--- src/rtl/uart_rx.sv ---
// uart_rx: oversampling serial receiver (8-N-1) feeding a first-word-fall-through byte FIFO.
// Define UART_RX_PARITY_EN to receive 8-E-1 frames with even-parity checking.

module uart_rx #(
    parameter int CLKS_PER_BIT = 16,
    parameter int FIFO_ADDR_W  = 2
) (
    input  logic       clk,
    input  logic       rst,
    input  logic       rx,
    input  logic       rd_en,
    output logic [7:0] rd_data,
    output logic       empty,
    output logic       overflow,
    output logic       frame_err,
    output logic       parity_err
);

    localparam int CNT_W = $clog2(CLKS_PER_BIT);
    localparam int DEPTH = 2 ** FIFO_ADDR_W;

    localparam logic [CNT_W-1:0]     CNT_HALF  = CNT_W'(CLKS_PER_BIT / 2 - 1);
    localparam logic [CNT_W-1:0]     CNT_FULL  = CNT_W'(CLKS_PER_BIT - 1);
    localparam logic [FIFO_ADDR_W:0] FIFO_FULL = {1'b1, {FIFO_ADDR_W{1'b0}}};

    typedef enum logic [2:0] {
        S_IDLE,
        S_START,
        S_DATA,
`ifdef UART_RX_PARITY_EN
        S_PARITY,
`endif
        S_STOP
    } state_t;

    // ------------------------------------------------------------------
    // Line synchronizer and previous-sample register
    // ------------------------------------------------------------------
    logic rx_meta_q;
    logic rx_s_q;
    logic rx_q;

    // NOTE: sequential state uses non-blocking (<=) so every register samples
    // the pre-edge value of its neighbours; blocking here would collapse the
    // two-flop synchronizer into a single stage.
    always_ff @(posedge clk) begin
        if (rst) begin
            rx_meta_q <= 1'b1;
            rx_s_q    <= 1'b1;
            rx_q      <= 1'b1;
        end else begin
            rx_meta_q <= rx;
            rx_s_q    <= rx_meta_q;
            rx_q      <= rx_s_q;
        end
    end

    // ------------------------------------------------------------------
    // Receive FSM
    // ------------------------------------------------------------------
    state_t           state_q, state_d;
    logic [CNT_W-1:0] cnt_q, cnt_d;
    logic [2:0]       idx_q, idx_d;
    logic [7:0]       shift_q, shift_d;
`ifdef UART_RX_PARITY_EN
    logic             par_bit_q, par_bit_d;
`endif

    always_ff @(posedge clk) begin
        if (rst) begin
            state_q   <= S_IDLE;
            cnt_q     <= '0;
            idx_q     <= '0;
            shift_q   <= '0;
`ifdef UART_RX_PARITY_EN
            par_bit_q <= 1'b0;
`endif
        end else begin
            state_q   <= state_d;
            cnt_q     <= cnt_d;
            idx_q     <= idx_d;
            shift_q   <= shift_d;
`ifdef UART_RX_PARITY_EN
            par_bit_q <= par_bit_d;
`endif
        end
    end

    // NOTE: every signal assigned in an always_comb gets a default first, so
    // no path through the case statement can leave it unassigned and infer a latch.
    always_comb begin
        state_d   = state_q;
        cnt_d     = cnt_q;
        idx_d     = idx_q;
        shift_d   = shift_q;
`ifdef UART_RX_PARITY_EN
        par_bit_d = par_bit_q;
`endif
        case (state_q)
            S_IDLE: begin
                if (rx_q && !rx_s_q) begin
                    cnt_d   = CNT_HALF;
                    state_d = S_START;
                end
            end
            S_START: begin
                if (cnt_q == '0) begin
                    if (!rx_s_q) begin
                        cnt_d   = CNT_FULL;
                        idx_d   = 3'd0;
                        state_d = S_DATA;
                    end else begin
                        state_d = S_IDLE;
                    end
                end else begin
                    cnt_d = cnt_q - 1'b1;
                end
            end
            S_DATA: begin
                if (cnt_q == '0) begin
                    shift_d = {rx_s_q, shift_q[7:1]};
                    cnt_d   = CNT_FULL;
                    idx_d   = idx_q + 3'd1;
                    if (idx_q == 3'd7) begin
`ifdef UART_RX_PARITY_EN
                        state_d = S_PARITY;
`else
                        state_d = S_STOP;
`endif
                    end
                end else begin
                    cnt_d = cnt_q - 1'b1;
                end
            end
`ifdef UART_RX_PARITY_EN
            S_PARITY: begin
                if (cnt_q == '0) begin
                    par_bit_d = rx_s_q;
                    cnt_d     = CNT_FULL;
                    state_d   = S_STOP;
                end else begin
                    cnt_d = cnt_q - 1'b1;
                end
            end
`endif
            S_STOP: begin
                // Leaving at mid-stop-bit lets a start edge right after the stop bit be caught.
                if (cnt_q == '0) begin
                    state_d = S_IDLE;
                end else begin
                    cnt_d = cnt_q - 1'b1;
                end
            end
            default: state_d = S_IDLE;
        endcase
    end

    // ------------------------------------------------------------------
    // Frame outcome (FSM outputs) and FIFO control
    // ------------------------------------------------------------------
    logic [FIFO_ADDR_W-1:0] wr_ptr_q, wr_ptr_d;
    logic [FIFO_ADDR_W-1:0] rd_ptr_q, rd_ptr_d;
    logic [FIFO_ADDR_W:0]   count_q, count_d;
    logic                   overflow_q, overflow_d;
    logic                   frame_err_q, frame_err_d;
`ifdef UART_RX_PARITY_EN
    logic                   parity_err_q, parity_err_d;
    logic                   par_bad;
`endif
    logic                   stop_sample;
    logic                   good_byte;
    logic                   fifo_empty;
    logic                   fifo_full;
    logic                   push;
    logic                   pop;

    assign fifo_empty = (count_q == '0);
    assign fifo_full  = (count_q == FIFO_FULL);

    always_comb begin
        stop_sample  = (state_q == S_STOP) && (cnt_q == '0);
        frame_err_d  = stop_sample && !rx_s_q;
`ifdef UART_RX_PARITY_EN
        // A framing error takes priority, so parity is judged only on a good stop bit.
        par_bad      = (par_bit_q != ^shift_q);
        parity_err_d = stop_sample && rx_s_q && par_bad;
        good_byte    = stop_sample && rx_s_q && !par_bad;
`else
        good_byte    = stop_sample && rx_s_q;
`endif
        pop          = rd_en && !fifo_empty;
        push         = good_byte && (!fifo_full || pop);
        overflow_d   = good_byte && fifo_full && !pop;
    end

    always_comb begin
        wr_ptr_d = push ? wr_ptr_q + 1'b1 : wr_ptr_q;
        rd_ptr_d = pop  ? rd_ptr_q + 1'b1 : rd_ptr_q;
        count_d  = count_q;
        case ({push, pop})
            2'b10:   count_d = count_q + 1'b1;
            2'b01:   count_d = count_q - 1'b1;
            default: count_d = count_q;
        endcase
    end

    always_ff @(posedge clk) begin
        if (rst) begin
            wr_ptr_q     <= '0;
            rd_ptr_q     <= '0;
            count_q      <= '0;
            overflow_q   <= 1'b0;
            frame_err_q  <= 1'b0;
`ifdef UART_RX_PARITY_EN
            parity_err_q <= 1'b0;
`endif
        end else begin
            wr_ptr_q     <= wr_ptr_d;
            rd_ptr_q     <= rd_ptr_d;
            count_q      <= count_d;
            overflow_q   <= overflow_d;
            frame_err_q  <= frame_err_d;
`ifdef UART_RX_PARITY_EN
            parity_err_q <= parity_err_d;
`endif
        end
    end

    // ------------------------------------------------------------------
    // FIFO storage
    // ------------------------------------------------------------------
    logic [7:0] mem [DEPTH];

    // NOTE: the storage array is deliberately left out of reset; the pointers
    // and count define which entries are valid, and the output is masked while empty.
    always_ff @(posedge clk) begin
        if (push) begin
            mem[wr_ptr_q] <= shift_q;
        end
    end

    assign empty     = fifo_empty;
    assign rd_data   = fifo_empty ? 8'h00 : mem[rd_ptr_q];
    assign overflow  = overflow_q;
    assign frame_err = frame_err_q;
`ifdef UART_RX_PARITY_EN
    assign parity_err = parity_err_q;
`else
    assign parity_err = 1'b0;
`endif

endmodule

--- config.mk ---
export PLATFORM = sky130hd
export DESIGN_NAME = uart_rx
export DESIGN_NICKNAME = d
export VERILOG_FILES = /design/src/rtl/uart_rx.sv
export SDC_FILE = /design/constraint.sdc
export NUM_CORES = 1
export LEC_CHECK = 0
export BUFFER_PORTS_ARGS = -buffer_cell sky130_fd_sc_hd__buf_4
export CORE_ASPECT_RATIO = 0.5
export CORE_MARGIN = 2
export CORE_UTILIZATION = 54
export DETAILED_ROUTE_END_ITERATION = 7
export PLACE_DENSITY = 0.86
export SLEW_MARGIN = 20
export SYNTH_ARGS = -nofsm -noshare
export SYNTH_HDL_FRONTEND = slang
export SYNTH_SLANG_ARGS = --single-unit
--- constraint.sdc ---
create_clock -name clk -period 2.04 [get_ports clk]
set_clock_uncertainty 0.05 [all_clocks]
set_input_delay 0.102 -clock clk [delete_from_list [all_inputs] [get_ports clk]]
set_output_delay 0.102 -clock clk [all_outputs]
set_load 0.01 [all_outputs]
Word level (Yosys, flattened, before mapping)
Memory sizes are Yosys's and may differ from the RTL's. A register that Yosys moved wholly into a read port is not among the register bits.
Cells that the tools add are included.
{"block": "totals", "reg_bits": 30, "inputBits": 4, "mem_bits_rw": 32, "elab_cells": 80, "output_inout_bits": 12, "mem_count": 1}
{"block": "classes", "add_sub_neg": 6, "muxes": 23, "n_eq_ne": 15, "reduce_logical": 23}
{"memory": "mem", "words": 4, "word_bits": 8, "rd": 1, "rd_clocked_by_memory_dff": 1, "write_ports": 1, "line_no": "232", "source": "logic [7:0] mem [DEPTH];"}
{"cell": "$mux 3", "count": 8}
{"cell": "$mux 4", "count": 5}
{"cell": "$pmux 4 s4", "count": 1}
{"cell": "$ne 2x2->1 const B", "count": 7}
{"cell": "$pmux 3 s2", "count": 2}
{"cell": "$pmux 3 s4", "count": 1}
{"cell": "$logic_and 1x1->1", "count": 8}
{"cell": "$mux 8", "count": 1}
{"cell": "$reduce_and 4->1", "count": 2}
{"cell": "$add 3x1->3 const B", "count": 2}
{"cell": "$eq 3x2->1 const B", "count": 2}
{"cell": "$eq 3x3->1 const B", "count": 2}
{"cell": "$logic_not 3->1", "count": 2}
{"cell": "$mux 2", "count": 3}
{"cell": "$reduce_and 5->1", "count": 1}
{"cell": "$add 2x1->2 const B", "count": 2}
{"cell": "$logic_not 1->1", "count": 4}
{"cell": "$logic_not 4->1", "count": 1}
{"cell": "$reduce_bool 2->1", "count": 2}
{"cell": "$reduce_bool 4->1", "count": 1}
{"cell": "$sub 4x1->4 const B", "count": 1}
{"cell": "$eq 3x1->1 const B", "count": 1}
{"cell": "$ne 3x3->1 const B", "count": 1}
{"cell": "$sub 3x1->3 const B", "count": 1}
{"cell": "other kinds (5)", "count": 6}

Logic depth before layout (Yosys ltp)
{"block": "logic_depth", "word_depth": 7, "mapped_depth": 9}

Least setup slack after synthesis
Ideal clock, no wire load.
{"block": "synth_path", "path_type": "register -> register", "from": "register cnt_q[0]", "to": "register count_q[2]", "required_time_ps": 1916, "path_buffers": 0, "path_stages_with_launch": 10, "synth_period_minus_slack_ps": 2075, "path_slack_ps": -35, "t_arrival_ps": 1950, "path_cell_list": "dfxtp_1 > inv_1 > ha_1 > nor3b_2 > a21oi_1 > fa_1 > nor2b_1 > o221ai_1 > a21o_1 > a31oi_1"}
{"block": "synth_between", "elab_chain_len": 6, "elab_cells_between_ends": 8}
{"item": "start: declaration", "line_no": "62", "source": "logic [CNT_W-1:0] cnt_q, cnt_d;"}
{"item": "start signal: assignment", "line_no": "80", "source": "cnt_q <= cnt_d;"}
{"item": "$logic_not 4->1 (*)", "line_no": "181", "source": "stop_sample = (state_q == S_STOP) && (cnt_q == '0);"}
{"item": "$logic_and 1x1->1 (*)", "line_no": "181"}
{"item": "$logic_and 1x1->1 (*)", "line_no": "189", "source": "good_byte = stop_sample && rx_s_q;"}
{"item": "$logic_and 1x1->1 (*)", "line_no": "192", "source": "push = good_byte && (!fifo_full || pop);"}
{"item": "$eq 2x1->1 / $eq 2x2->1 (equally long branches)", "line_no": "200", "source": "case ({push, pop})"}
{"item": "$pmux 3 s2 / $reduce_bool 2->1 (equally long branches)"}
{"item": "end signal: assignment", "line_no": "220", "source": "count_q <= count_d;"}
{"item": "end: declaration", "line_no": "163", "source": "logic [FIFO_ADDR_W:0] count_q, count_d;"}
Mark *: on every way between the ends. The rest lies on a longest branch, timed or not.
A chain may end at the register's enable or synchronous reset.

Worst setup path after layout
{"block": "layout_path", "from": "register cnt_q[1]", "to": "register count_q[2]"}
The elaborated chain is that of the path after synthesis.

==> metrics <==
run status completed; number of I/O pins 16; kind of end point of the critical path flip-flop; routed wire length around 5400 um; height of the chip 55.34 um; Data arrival, critical path 2130 ps; kind of start point of the critical path flip-flop; clock slew at reported path FFs 60 ps; GRT Overall Usage 20.25%; leakage power figure 1.273 nW; worst-case vdd ir drop 0.0003841 V; cell at the root of the clock tree sky130_fd_sc_hd__clkbuf_8; count of flip-flops with a built-in enable after synthesis 32; number of setup violations in the final report 0; top cell types by occurrence after synthesis sky130_fd_sc_hd__edfxtp_1 (32), sky130_fd_sc_hd__dfxtp_1 (31), sky130_fd_sc_hd__nand2_1 (19); cell count of the worst hold path 2; cts bufs inserted 9; Final #Nets 281; top post-synthesis cells by area sky130_fd_sc_hd__edfxtp_1 (34%), sky130_fd_sc_hd__dfxtp_1 (22%), sky130_fd_sc_hd__mux4_2 (6.3%); most frequently used flop master after synthesis sky130_fd_sc_hd__edfxtp_1; number of DRC markers in iteration 0 100; synthesized netlist net count 247; type of the worst setup path reg2reg; core region area between 4000 and 5000 sq um; drt pass-1 iters 4; Power per Cell Area 1011 nW/um^2; global-route wire length before repair between 9000 and 10000 um; type of the tightest min-delay check in2reg; Max Fanout on Critical Path 4; final period demand of the worst path 1920 ps; crit path launch cnt_q[1]$_SDFFE_PP0P_; post-detailed-route wirelength per cell 15.88 um; Hold Path Origin rst; initial core utilization 56.93%; proportion of layout cells with a drive suffix above 1 27.88%; count of synthesis-stage warnings from yosys 0; Tot Pwr 3.424 mW; vias per cell 5.460; r2r startpoint cnt_q[1]$_SDFFE_PP0P_; Via Count around 1900; fraction of the yosys area taken by sequential cells between 50% and 60%; RD Place Congestion 0.8421; Area Overhead vs Synth 18.95%; register-to-register path setup slack 120 ps; share of flip-flops with an asynchronous set or reset 0%; global-route congestion overflow total 0; CTS tree done; most frequent cell after synthesis sky130_fd_sc_hd__edfxtp_1; number of buffers between clock root and the deepest sink 2; final clock period utilization by the worst path 94.12%; mean instance size in the synthesized netlist 12.38 sq um; number of max-capacitance violations reported 0; count of inserted antenna diode cells 0; num rows 18; maximum operating frequency 520.8 MHz; fraction of synthesized cell area taken by the top area cell type 33.76%; via count of the first global-routing pass between 1500 and 2000; die area 5903 sq um; Post-Synthesis Cell Area ~2800 sq um; number of antenna violations at the first check in global routing 0; total count of hold-check failures in the final report 0; Yosys reg bits 63; number of routed nets with antenna violations 0; Final Max Slew Viols 0; Synth cell types 49; number of cell instances on the worst register-to-register path 9; number of DRC violations after detailed routing 0; setup total negative slack 0 ps; data required time at the worst endpoint between 2000 and 2500 ps; width of the die approximately 110 um; number of buffers inserted by port buffering 14; number of sinks driven by the clock tree 63; RSZ-0062 raised after global routing no; top cell type by total area after synthesis sky130_fd_sc_hd__edfxtp_1; maximum number of pins on one net before global-route repair 33; clock network latency to the later pin of the worst-skew pair 330 ps; H-tree lvl count 3; Post-Syn Instances 230; Post-DP HPWL 3661 um
[routing by layer]
metal,track usage (%),vias up,part of all wire (%)
met3,5.667,14,3.9
li1,-,893,-
met1,22.64,897,41
met2,36.31,47,52
met4,8.905,0,2.8
met5,0,-,0
[timing repair]
item,CTS,global route
endpoints found under the hold margin,1,0
resized for setup,1,8
hold buffers,1,0
pin swaps,0,2
buffers inserted,0,1
endpoints found under the setup margin,1,36
[final timing paths]
check                                                end
worst min-delay path            wr_ptr_q[1]$_SDFFE_PP0P_
worst max register to register   count_q[2]$_SDFFE_PP0P_
worst max-delay path             count_q[2]$_SDFFE_PP0P_
worst min register to register         rx_s_q$_SDFF_PP1_
[final cells by class]
type / count / area (sq um)
fill: 344 / 1614
inverter: 8 / 30.03
timing repair buffer: 33 / 250.2
multi-input combinational: 149 / 1206
tap: 70 / 87.58
sequential: 63 / 1583
clock buffer: 11 / 131.4
clock inverter: 5 / 97.59
[per-stage QoR]
stage | std cells | hold WS (ps) | instance area, sq um | utilization [%] | setup WS (ps)
after global routing | 339 | 112.2 | 3386 | 67.72 | 35.00
after detailed placement | 321 | 241.3 | 3109 | 62.19 | -17.13
after CTS | 338 | 74.66 | 3352 | 67.04 | 18.52
final | 339 | 100.5 | 3386 | 67.72 | 119.9
after floorplan | 230 | 155.8 | 2855 | - | 21.56
after global placement | 321 | 245.3 | 3109 | 62.19 | 89.77
[sequential cells by signal, summed over array words and instances, names as in the netlist, 2 cells and up, named ones only]
register / count
mem: 32
shift_q: 8
cnt_q: 4
count_q: 3
idx_q: 3
rd_ptr_q: 2
state_q: 2
wr_ptr_q: 2
[cell families (layout without fill, tap and decap cells)]
group                    Yosys count  after routing  synth area share [%]
XOR/XNOR                           3              3                0.9232
AND/OR/NAND/NOR                   83             83                 16.04
multiplexers                      14             14                 8.615
flip-flops                        63             63                 55.56
other                              1              1                0.1317
adder cells (fa/ha/maj)           13             13                 5.978
buffers and inverters             18             57                 3.385
AO/OA/AOI/OAI                     35             35                 9.363
[cell usage in the layout, fill, tap and decap left out, types with 5 or more instances in the layout]
cell type                  synthesis  layout
sky130_fd_sc_hd__nor3_1            6       6
sky130_fd_sc_hd__inv_1             8       6
sky130_fd_sc_hd__a21oi_1          13      11
sky130_fd_sc_hd__mux2i_1           5       5
sky130_fd_sc_hd__mux4_2            8       8
sky130_fd_sc_hd__nor2b_1           6       6
sky130_fd_sc_hd__nor2_1           15      15
sky130_fd_sc_hd__and2_1           12      12
sky130_fd_sc_hd__ha_1             12      10
sky130_fd_sc_hd__nand2_1          19      19
sky130_fd_sc_hd__dfxtp_1          31      30
sky130_fd_sc_hd__buf_4             1      32
sky130_fd_sc_hd__clkbuf_8          0       9
sky130_fd_sc_hd__edfxtp_1         32      32
sky130_fd_sc_hd__o21ai_0           5       5
[critical path, stage by stage (launching register included)]
cell and delay (ps):
sky130_fd_sc_hd__dfxtp_1 330, sky130_fd_sc_hd__inv_2 90, sky130_fd_sc_hd__ha_4 140, sky130_fd_sc_hd__nor3b_4 210, sky130_fd_sc_hd__a21oi_2 110, sky130_fd_sc_hd__fa_2 350, sky130_fd_sc_hd__nor2b_1 140, sky130_fd_sc_hd__o221ai_1 130
sky130_fd_sc_hd__a21o_1 190, sky130_fd_sc_hd__a31oi_1 110
[where the power goes]
group          internal [mW]  leakage (nW)  switching [mW]
combinational          0.376         0.612           0.387
sequential              1.37         0.548          0.0581
clock                  0.804         0.113           0.434
total                   2.55          1.27           0.879
Power figures use the tool's default switching activity.
